--- src/rtl/rv_alu.sv ---
// rv_alu: registered integer ALU for the execute stage.
// Performs AND / OR / ADD / SUB on two unsigned operands with a one-cycle
// latency. The result, its zero flag and a valid bit all leave the block
// straight from flops, so downstream logic never sees combinational glitches.
//
// Handshake: in_valid qualifies in_a/in_b/alu_op on the cycle it is high;
// there is no ready, so the block accepts one operation every cycle.
// out_valid is in_valid delayed by one edge. On bubble cycles
// (in_valid == 0) result and zero keep their last values and out_valid drops.
module rv_alu #(
    parameter int WIDTH = 32
) (
    input  logic             clk,
    input  logic             rst_n,
    input  logic             in_valid,
    input  logic [3:0]       alu_op,
    input  logic [WIDTH-1:0] in_a,
    input  logic [WIDTH-1:0] in_b,
    output logic [WIDTH-1:0] result,
    output logic             zero,
    output logic             out_valid
);

    localparam logic [3:0] OP_AND = 4'b0000;
    localparam logic [3:0] OP_OR  = 4'b0001;
    localparam logic [3:0] OP_ADD = 4'b0010;
    localparam logic [3:0] OP_SUB = 4'b0110;

    logic [WIDTH-1:0] op_result;
    logic [WIDTH-1:0] result_d, result_q;
    logic             zero_d, zero_q;
    logic             out_valid_d, out_valid_q;

    // Operation datapath; unknown opcodes produce a clean zero, never X.
    always_comb begin
        op_result = '0;
        case (alu_op)
            OP_AND:  op_result = in_a & in_b;
            OP_OR:   op_result = in_a | in_b;
            OP_ADD:  op_result = in_a + in_b;   // carry-out dropped
            OP_SUB:  op_result = in_a - in_b;   // borrow dropped
            default: op_result = '0;
        endcase
    end

    // Next-state: capture a new result on valid cycles, hold on bubbles.
    // zero is derived from the value being registered so it always matches.
    always_comb begin
        result_d    = result_q;
        zero_d      = zero_q;
        out_valid_d = in_valid;
        if (in_valid) begin
            result_d = op_result;
            zero_d   = (op_result == '0);
        end
    end

    // Output registers; reset puts result=0 / zero=1 so the flag stays consistent.
    always_ff @(posedge clk or negedge rst_n) begin
        if (!rst_n) begin
            result_q    <= '0;
            zero_q      <= 1'b1;
            out_valid_q <= 1'b0;
        end else begin
            result_q    <= result_d;
            zero_q      <= zero_d;
            out_valid_q <= out_valid_d;
        end
    end

    assign result    = result_q;
    assign zero      = zero_q;
    assign out_valid = out_valid_q;

endmodule

--- config.mk ---
export PLATFORM = sky130hd
export DESIGN_NAME = rv_alu
export DESIGN_NICKNAME = d
export VERILOG_FILES = /design/src/rtl/rv_alu.sv
export SDC_FILE = /design/constraint.sdc
export NUM_CORES = 1
export LEC_CHECK = 0
export ABC_AREA = 0
export BUFFER_PORTS_ARGS = -buffer_cell sky130_fd_sc_hd__buf_2
export CORE_AREA = 2 2 178 93
export DETAILED_ROUTE_END_ITERATION = 8
export DIE_AREA = 0 0 180 95
export HOLD_SLACK_MARGIN = 0.05
export SYNTH_ARGS = -nofsm -noshare
export SYNTH_HDL_FRONTEND = slang
export SYNTH_SLANG_ARGS = --single-unit
export TNS_END_PERCENT = 30
--- constraint.sdc ---
create_clock -name clk -period 1.7 [get_ports clk]
set_input_delay 0.085 -clock clk [delete_from_list [all_inputs] [get_ports clk]]
set_output_delay 0.085 -clock clk [all_outputs]
set_load 0.01 [all_outputs]
Yosys cells after proc, flatten, opt, wreduce, memory -nomap -nowiden. Cells that the tools add are included.

Input bits: 71. Memory bits (read-only): 0. Memories: 0. Logic and storage cells: 13. Bits in registers: 34. Latch bits: 0. Memory bits (writable): 0. Output and inout port bits: 34.

Equal/unequal tests: 3. Reductions and logical operators: 2. Magnitude comparators: 0. Multiplexer cells: 1. Div/mod/pow operators: 0. Multipliers: 0. Shifts and indexed selects: 0. Add/sub/neg operators: 2. Bitwise gates (word level): 2.

Operators by type and width (count): one-hot mux 32 bit (4 select lines) (1); adder 32 bit (1); bitwise AND 32 bit (1); zero test 32 bit (1); bitwise OR 32 bit (1); subtractor 32 bit (1); equality test 4 x 1 -> 1 bit, second input constant (1); equality test 4 x 2 -> 1 bit, second input constant (1); equality test 4 x 3 -> 1 bit, second input constant (1); zero test 4 bit (1).

Logic depth before layout (Yosys ltp). Gate-level depths: netlist of the first run.

Depth after elaboration: 3. Mapped depth: 20. Depth with buffers taken out: 19.

Worst setup path before layout of the first run. Ideal clock, no wire load.

Path kind: input port to flip-flop. Start: input alu_op[0]. End: register zero_q, in the netlist zero. Data required time: 1.614 ns. Library setup time: 0.086 ns. Arrival: 4.112 ns. Slack: -2.498 ns. Path buffers: 5. Stages on the path: 20. Path through: buf_2 nor3b_1 clkbuf_1 clkbuf_1 and2_1 clkbuf_1 a21oi_1 xnor2_1 ha_1 clkbuf_1 nand3_1 a21oi_1 a211oi_2 o21a_1 xnor2_1 a2111oi_2 o2111ai_1 a2111oi_2 nand4_1 o31ai_2.

Word-level cells in the longest chain between the ends: 3. Elaborated cells between the ends (all ways): 6. Classes of those cells: 3 x eq/ne; 1 x mux; 2 x reduce/logical.

RTL lines: start, declared (line 16) `input logic [3:0] alu_op,`; equality test 4 x 3 -> 1 bit, or another cell as far along (line 37) `case (alu_op)`; one-hot mux 32 bit (4 select lines) (*) (line 37); zero test 32 bit (*) (line 54) `zero_d = (op_result == '0);`; end signal, assigned (line 66) `zero_q <= zero_d;`; end, declared (line 31) `logic zero_d, zero_q;`.

Every way passes the cells marked *; elsewhere a longest branch is shown, timed or not. A chain may end at the register's enable or synchronous reset.

Worst setup path in the final report of the first run.
Start: input in_b[11]. End: register zero_q, in the netlist zero.

Word-level cells in the longest chain between the ends: 3. Elaborated cells between the ends (all ways): 6. Classes of those cells: 2 x add/sub; 1 x mux; 2 x bitwise; 1 x reduce/logical.

RTL lines: start, declared (line 18) `input logic [WIDTH-1:0] in_b,`; subtractor 32 bit, or another cell as far along (line 41) `OP_SUB: op_result = in_a - in_b;`; one-hot mux 32 bit (4 select lines) (*) (line 37); zero test 32 bit (*) (line 54).

Marked as above.

==> results.toml, run 1 <==
[global_route]
grt_pass1_wl_mm = 30.4
grt_max_degree = 50
overflow = 0
antenna_found_initial = 0
grt_pass1_vias = 5513
grt_usage_pct = 22.6

[logic_synthesis]
synth-seq-cells = 34
mappedNetlistArea_um2 = 4560
synthArstFlopShare_pct = 100
ys_types = 78
ys_warn_count = 0
synth_area_leader_cell = "dfrtp_1"
synthFlopType = "dfrtp_1"
synth_area_per_cell_um2 = 7.72
syn-num-nets = 697
synth_area_leaders = "dfrtp_1 18%, ha_1 9.3%, a21oi_1 7.6%"
synth_top_cell_area_share_pct = 18.1
syn_inst = 591
ys_seq_area_share_pct = 18.7
synth_edf_count = 0

[power_and_ir_drop]
power_frac_seq_pct = 20.5
p_int_mw = 2.82
p_leak_nw = 3.65
p_sw_mw = 1.79
ir_worst_vdd_v = 0.000498
pwr-share-comb_pct = 61.5
p_total_mw = 4.61
p_clk_share_pct = 18.1
power_density_nw_per_um2 = 586
swShare_pct = 38.8

[hold_path]
min_delay_path_depth = 2
min_to = "result[31]$_DFFE_PN0P_"
worstHoldStart = "in_valid"
hold_class = "in -> reg"

[sta]
hold_violations = 0
fin_crit_sh_pct = 219
setup_slack_ps = -2020
rsz0062_at_grt = "true"
tightestPinTransition_ps = 744
drv_slew = 0
setup_violations = 32
relSlewSlack_pct = 50.4
clock_skew_ps = 0
fin_crit_ps = 3720
fmax_mhz = 269
holdWs_ps = 209

[floorplanning]
die_h_um = 95
start_util_pct = 29.0
dieArea_um2 = 17100
io_pins = 105
rows = 33
core_um2 = 15700
die_w_um = 180

[placement]
io_buffers = 104
placed_area_um2 = 7050
dp_hpwl_mm = 16.1
place.gp.congestion = 0.980
placed_cells_incl_taps = 1103

[cts]
clock_latency_ps = 270
clock_sinks = 34
h-tree-depth = 2
cts_max_path_buffers = 2
cts-root-buf = "clkbuf_16"
cts_tree = "yes"
cts_buffers = 5
path_clk_slew_ps = 50

[critical_path]
cp_max_fo = 4
reg2reg_depth = 1
arrival_ps = 3910
worst_path_largest_cell_delay_ps = 500
cpMostUsedCell = "xor2_1"
worstPathRequired_ps = 1890
crit_slowest_cell = "or4b_4"
worstSetupEndpointType = "flip-flop"
regToRegEndpoint = "result[6]$_DFFE_PN0P_"
crit_type = "in -> reg"
start_kind = "input pin"
r2r_setup_slack_ps = 940
reg2reg_from = "result[6]$_DFFE_PN0P_"
worstPathCellList = "buf_8 -> nor4_4 -> or4b_4 -> or3_4 -> o21ai_2 -> xor2_1 -> ha_1 -> a211oi_2 -> nor2_2 -> o41ai_4 -> o32ai_4 -> a211o_1 -> a21oi_2 -> xor2_1 -> a2bb2oi_2 -> nand4b_1 -> o31ai_2"
startpoint = "in_b[11]"
crit_family = "compound AO/OA/AOI/OAI gates"
path_buf_inv = 1

[route]
firstDrtPassIters = 5
drc = 0
drt-total-wl_mm = 19.7
drt-vias-per-instance = 5.25
antenna_left = 0
via_count = 5889
wire_per_inst_um = 17.6
drtIter0Drc = 514

[outcome]
status = "finished, violations left"
violations = "setup timing"

[cells_and_area]
diodes = 0
fin_nets = 1016
fin_cells = 1121
fin_util_pct = 50.1
drive_gt1_share_pct = 52.4
final_cell_area_um2 = 7880
area_growth_pct = 72.6

[run]
cap_violations = 0
==> sequential cells by signal (all words and copies together), names as in the netlist <==
register,flops
out_valid,1
result,32
zero,1
==> what timing repair did <==
item	in CTS	in global routing
pin swaps	62	16
hold endpoints to repair	33	0
endpoints found under the setup margin	32	32
buffers inserted	8	2
resized for setup	111	26
hold buffers	1	0
==> power by group through the flow <==
stage / registers [mW] / logic, mW / clock network [mW]
finish: 0.944 / 2.84 / 0.834
global route: 0.953 / 3.03 / 0.886
CTS: 0.942 / 2.68 / 0.850
detailed placement: 0.955 / 2.42 / 0
global placement: 0.955 / 2.39 / 0
floorplan: 0.987 / 1.15 / 0
==> worst max-delay path by stage <==
stage / to / slack (ps) / cells past startpoint
6_report: zero$_DFFE_PN1P_ / -2020 / 17
2_1_floorplan: zero$_DFFE_PN1P_ / -2010 / 17
3_5_place_dp: zero$_DFFE_PN1P_ / -2610 / 19
4_1_cts: zero$_DFFE_PN1P_ / -1970 / 18
3_3_place_gp: zero$_DFFE_PN1P_ / -2450 / 19
5_1_grt: zero$_DFFE_PN1P_ / -2220 / 17
==> Yosys cell counts (7+ instances only) <==
library cell / count
a21oi_1: 69
nor2_1: 65
nand2_1: 51
ha_1: 34
o21ai_0: 34
dfrtp_1: 33
xor2_1: 28
maj3_1: 26
xnor2_1: 24
clkbuf_1: 20
inv_1: 15
a22oi_1: 12
a21o_1: 10
nand3_1: 10
nand4_1: 9
nand2b_1: 8
nor3_1: 7
o31ai_1: 7
or3_1: 7
==> area by class of cell <==
type | count | area, um2
clock buffers | 8 | 136
fillers | 1509 | 7860
inverters | 15 | 56.3
multi-input cells | 515 | 4210
flip-flops and latches | 34 | 852
well taps | 210 | 263
repair buffers | 339 | 2360
==> cells by family (layout without fill, tap and decap cells) <==
group                      Yosys count  in the layout  synth area share (%)
AOI/OAI and AO/OA                  206            206                  30.0
xor gates and xnor gates            52             52                  9.98
adders and majority gates           61             61                  15.5
buffers and inverters               42            362                  3.70
DFF                                 34             34                  18.7
muxes                                7              7                  1.70
and+or+nand+nor                    189            189                  20.5
==> per-stage QoR <==
stage          setup slack [ps]  setup TNS, ps
2_1_floorplan             -2010         -38400
3_3_place_gp              -2450         -54210
3_5_place_dp              -2610         -56340
4_1_cts                   -1970         -37180
5_1_grt                   -2220         -42710
6_report                  -2020         -38550
==> cell usage in the layout (no fill, tap or decap), types with 6 or more instances in the layout <==
cell type | Yosys | final
nand4_1 | 9 | 9
a21oi_2 | 3 | 21
nand3_1 | 10 | 6
a21oi_4 | 0 | 6
maj3_1 | 26 | 26
nor2_1 | 65 | 58
buf_4 | 0 | 230
o211ai_1 | 6 | 6
buf_2 | 3 | 98
o21ai_2 | 1 | 7
dfrtp_1 | 33 | 33
inv_1 | 15 | 13
a21oi_1 | 69 | 45
o21ai_1 | 4 | 14
xor2_1 | 28 | 26
o21ai_0 | 34 | 17
nand2b_1 | 8 | 8
buf_6 | 1 | 7
a22oi_2 | 0 | 10
ha_1 | 34 | 29
xnor2_1 | 24 | 20
a21o_1 | 10 | 10
nand2_1 | 51 | 47
==> routing by layer <==
layer  vias up  track usage, %  share of wire, %  routed length (um)
met2       281            30.4                37                7260
met4         0            2.85              0.65                 129
li1       2837               -                 -                   -
met3        14            5.17                10                1990
met5         -               0                 0                   0
met1      2757            36.1                52               10400
No activity file was read; power rests on OpenSTA's default activity.
==> run 2: changes to the inputs <==
ABC_AREA = 1   (was 0)
CORE_AREA = 2 2 192 100   (was 2 2 178 93)
DIE_AREA = 0 0 194 102   (was 0 0 180 95)
GPL_TIMING_DRIVEN = 0   (was not set)
==> results.toml, run 2 <==
[logic_synthesis]
synthAdderAreaFrac_pct = 9.45
synth_area_leaders = "nand2_1 20%, dfrtp_1 15%, inv_1 11%"
synth_commonest_cells = "280 x nand2_1, 153 x inv_1, 127 x nor2_1"
synth_xor_area_share_pct = 5.07
synthArstFlopShare_pct = 100
synth-seq-cells = 34
ys_types = 43
synth_area_per_cell_um2 = 5.70
synth-simple-area-share_pct = 45.4
ys_warn_count = 0
synthMuxAreaShare_pct = 0
synth_edf_count = 0
syn_inst = 939
synth_top_cell_area_share_pct = 19.6
synth_top_family_by_area = "simple AND/OR/NAND/NOR gates"
synthFlopType = "dfrtp_1"
syn-num-nets = 1045
ys_seq_area_share_pct = 15.9
mappedNetlistArea_um2 = 5350
synth_area_leader_cell = "nand2_1"
post-synth-top-count-cell = "nand2_1"
synth_compound_area_share_pct = 11.5

[power_and_ir_drop]
ir_worst_vdd_v = 0.000627
p_leak_nw = 4.03
power_frac_seq_pct = 21.4
power_density_nw_per_um2 = 568
p_clk_share_pct = 23.5
p_sw_mw = 1.90
pwr-share-comb_pct = 55.1
swShare_pct = 43.5
p_int_mw = 2.46

[cts]
cts_buffers = 5
h-tree-depth = 2
cts-root-buf = "clkbuf_16"
clock_latency_ps = 280
cts_tree = "yes"
clock_sinks = 34
path_clk_slew_ps = 50
cts_max_path_buffers = 2

[route]
wire_per_inst_um = 17.3
drt-total-wl_mm = 22.9
drt-vias-per-instance = 5.00
via_count = 6640
drc = 0
firstDrtPassIters = 6
drtIter0Drc = 600
antenna_left = 0

[critical_path]
worst_path_largest_cell_delay_ps = 350
worstSetupEndpointType = "flip-flop"
crit_family = "simple AND/OR/NAND/NOR gates"
arrival_ps = 3340
crit_slowest_cell = "ha_2"
cpMostUsedCell = "nand2_2"
path_buf_inv = 3
start_kind = "input pin"
worstPathRequired_ps = 1920
crit_type = "in -> reg"
r2r_setup_slack_ps = 890
cp_max_fo = 4

[placement]
io_buffers = 104
placed_area_um2 = 6300
dp_hpwl_mm = 18.5
dp_slack_ps = -2270
place.gp.congestion = 0.986

[sta]
fin_crit_sh_pct = 184
rsz0062_at_grt = "true"
fin_crit_ps = 3130
clock_skew_ps = 0
fmax_mhz = 320
holdWs_ps = 197
setup_violations = 30
setup_slack_ps = -1430
relSlewSlack_pct = 51.5
tns_ps = -24020
hold_violations = 0
tightestPinTransition_ps = 727
drv_slew = 0

[cells_and_area]
final_cell_area_um2 = 7680
final_cell_mix = "245 x nand2_1, 139 x inv_1, 106 x nor2_1"
fin_nets = 1192
drive_gt1_share_pct = 35.1
largest_reg_flops = 32
final_common_cell = "nand2_1"
fill_cells = 1892
fin_util_pct = 42.6
ff_latch_area_um2 = 852
multi_input_area_um2 = 4750
area_growth_pct = 43.6

[run]
cap_violations = 0

[hold_path]
hold_class = "in -> reg"

[floorplanning]
start_util_pct = 29.7
rows = 35
dieArea_um2 = 19800
die_h_um = 102
core_um2 = 18000
io_pins = 105
die_w_um = 194

[global_route]
grt_pass1_wl_mm = 34.4
grt_usage_pct = 22.6
grt_pass1_vias = 5965
grt_max_degree = 35
antenna_found_initial = 0
overflow = 0

[outcome]
violations = "setup timing"
status = "finished, violations left"
run 2: cell count changes after synthesis, sizes merged, moves of 11 or more:
cell and delta:
clkbuf -15, xnor2 -18, a22oi -12, o21ai -11, nand3 +61, a31oi +31
a21oi -44, inv +145, nor2 +76, maj3 -20, nand2 +249
run 2: routing by layer:
layer | vias to the layer above | GRT usage (%) | share of wire [%]
met5 | - | 0 | 0
met4 | 0 | 3.90 | 1.1
met3 | 22 | 5.45 | 11
met2 | 300 | 31.1 | 38
met1 | 3055 | 35.3 | 50
li1 | 3263 | - | -
run 2: power by group through the flow:
stage / combinational [mW] / sequential [mW] / clock (mW)
2_1_floorplan: 1.18 / 0.976 / 0
3_3_place_gp: 1.84 / 0.942 / 0
3_5_place_dp: 1.86 / 0.945 / 0
4_1_cts: 2.18 / 0.932 / 1.02
5_1_grt: 2.61 / 0.943 / 1.07
6_report: 2.40 / 0.933 / 1.03
run 2: logic make-up after synthesis:
group,count (synthesis)
and+or+nand+nor,553
DFF,34
adders and majority gates,41
buffers and inverters,176
xor gates and xnor gates,31
AOI/OAI and AO/OA,104
run 2: layout make-up:
class                   instances  share of cell area (%)
clock inverters                 3                   0.521
diodes                          1                  0.0326
multi-input cells             729                    61.8
plain buffers                  16                    1.35
clock buffers                   5                    1.63
well taps                     240                    3.91
repair buffers                140                    11.4
flip-flops and latches         34                    11.1
inverters                     160                    8.32
run 2: per-stage QoR:
step,power [mW],cells
CTS,4.13,1317
global placement,2.79,1283
detailed placement,2.80,1283
global route,4.62,1327
floorplan,2.15,939
finish,4.36,1328
run 2: worst min-delay path, stage by stage:
cell,delay (ps)
buf_2,100
a31oi_1,90
a31oi_1,150
run 2: worst paths after layout:
check	from	end	cells past startpoint
setup / recovery	in_b[1]	zero$_DFFE_PN1P_	26
hold / removal	in_b[25]	result[25]$_DFFE_PN0P_	3
setup reg to reg	zero$_DFFE_PN1P_	zero$_DFFE_PN1P_	3
hold reg to reg	result[15]$_DFFE_PN0P_	result[15]$_DFFE_PN0P_	2
max in group asynchronous	rst_n	result[28]$_DFFE_PN0P_	2
min in group asynchronous	rst_n	result[9]$_DFFE_PN0P_	2
run 2: what timing repair did:
item                       in CTS  in global routing
setup endpoints to repair      32                 32
hold buffers                    2                  0
pin swaps                      67                 48
cloned                          1                  0
setup buffers                  23                 10
gates resized for setup       153                 63
hold endpoints to repair       34                  0
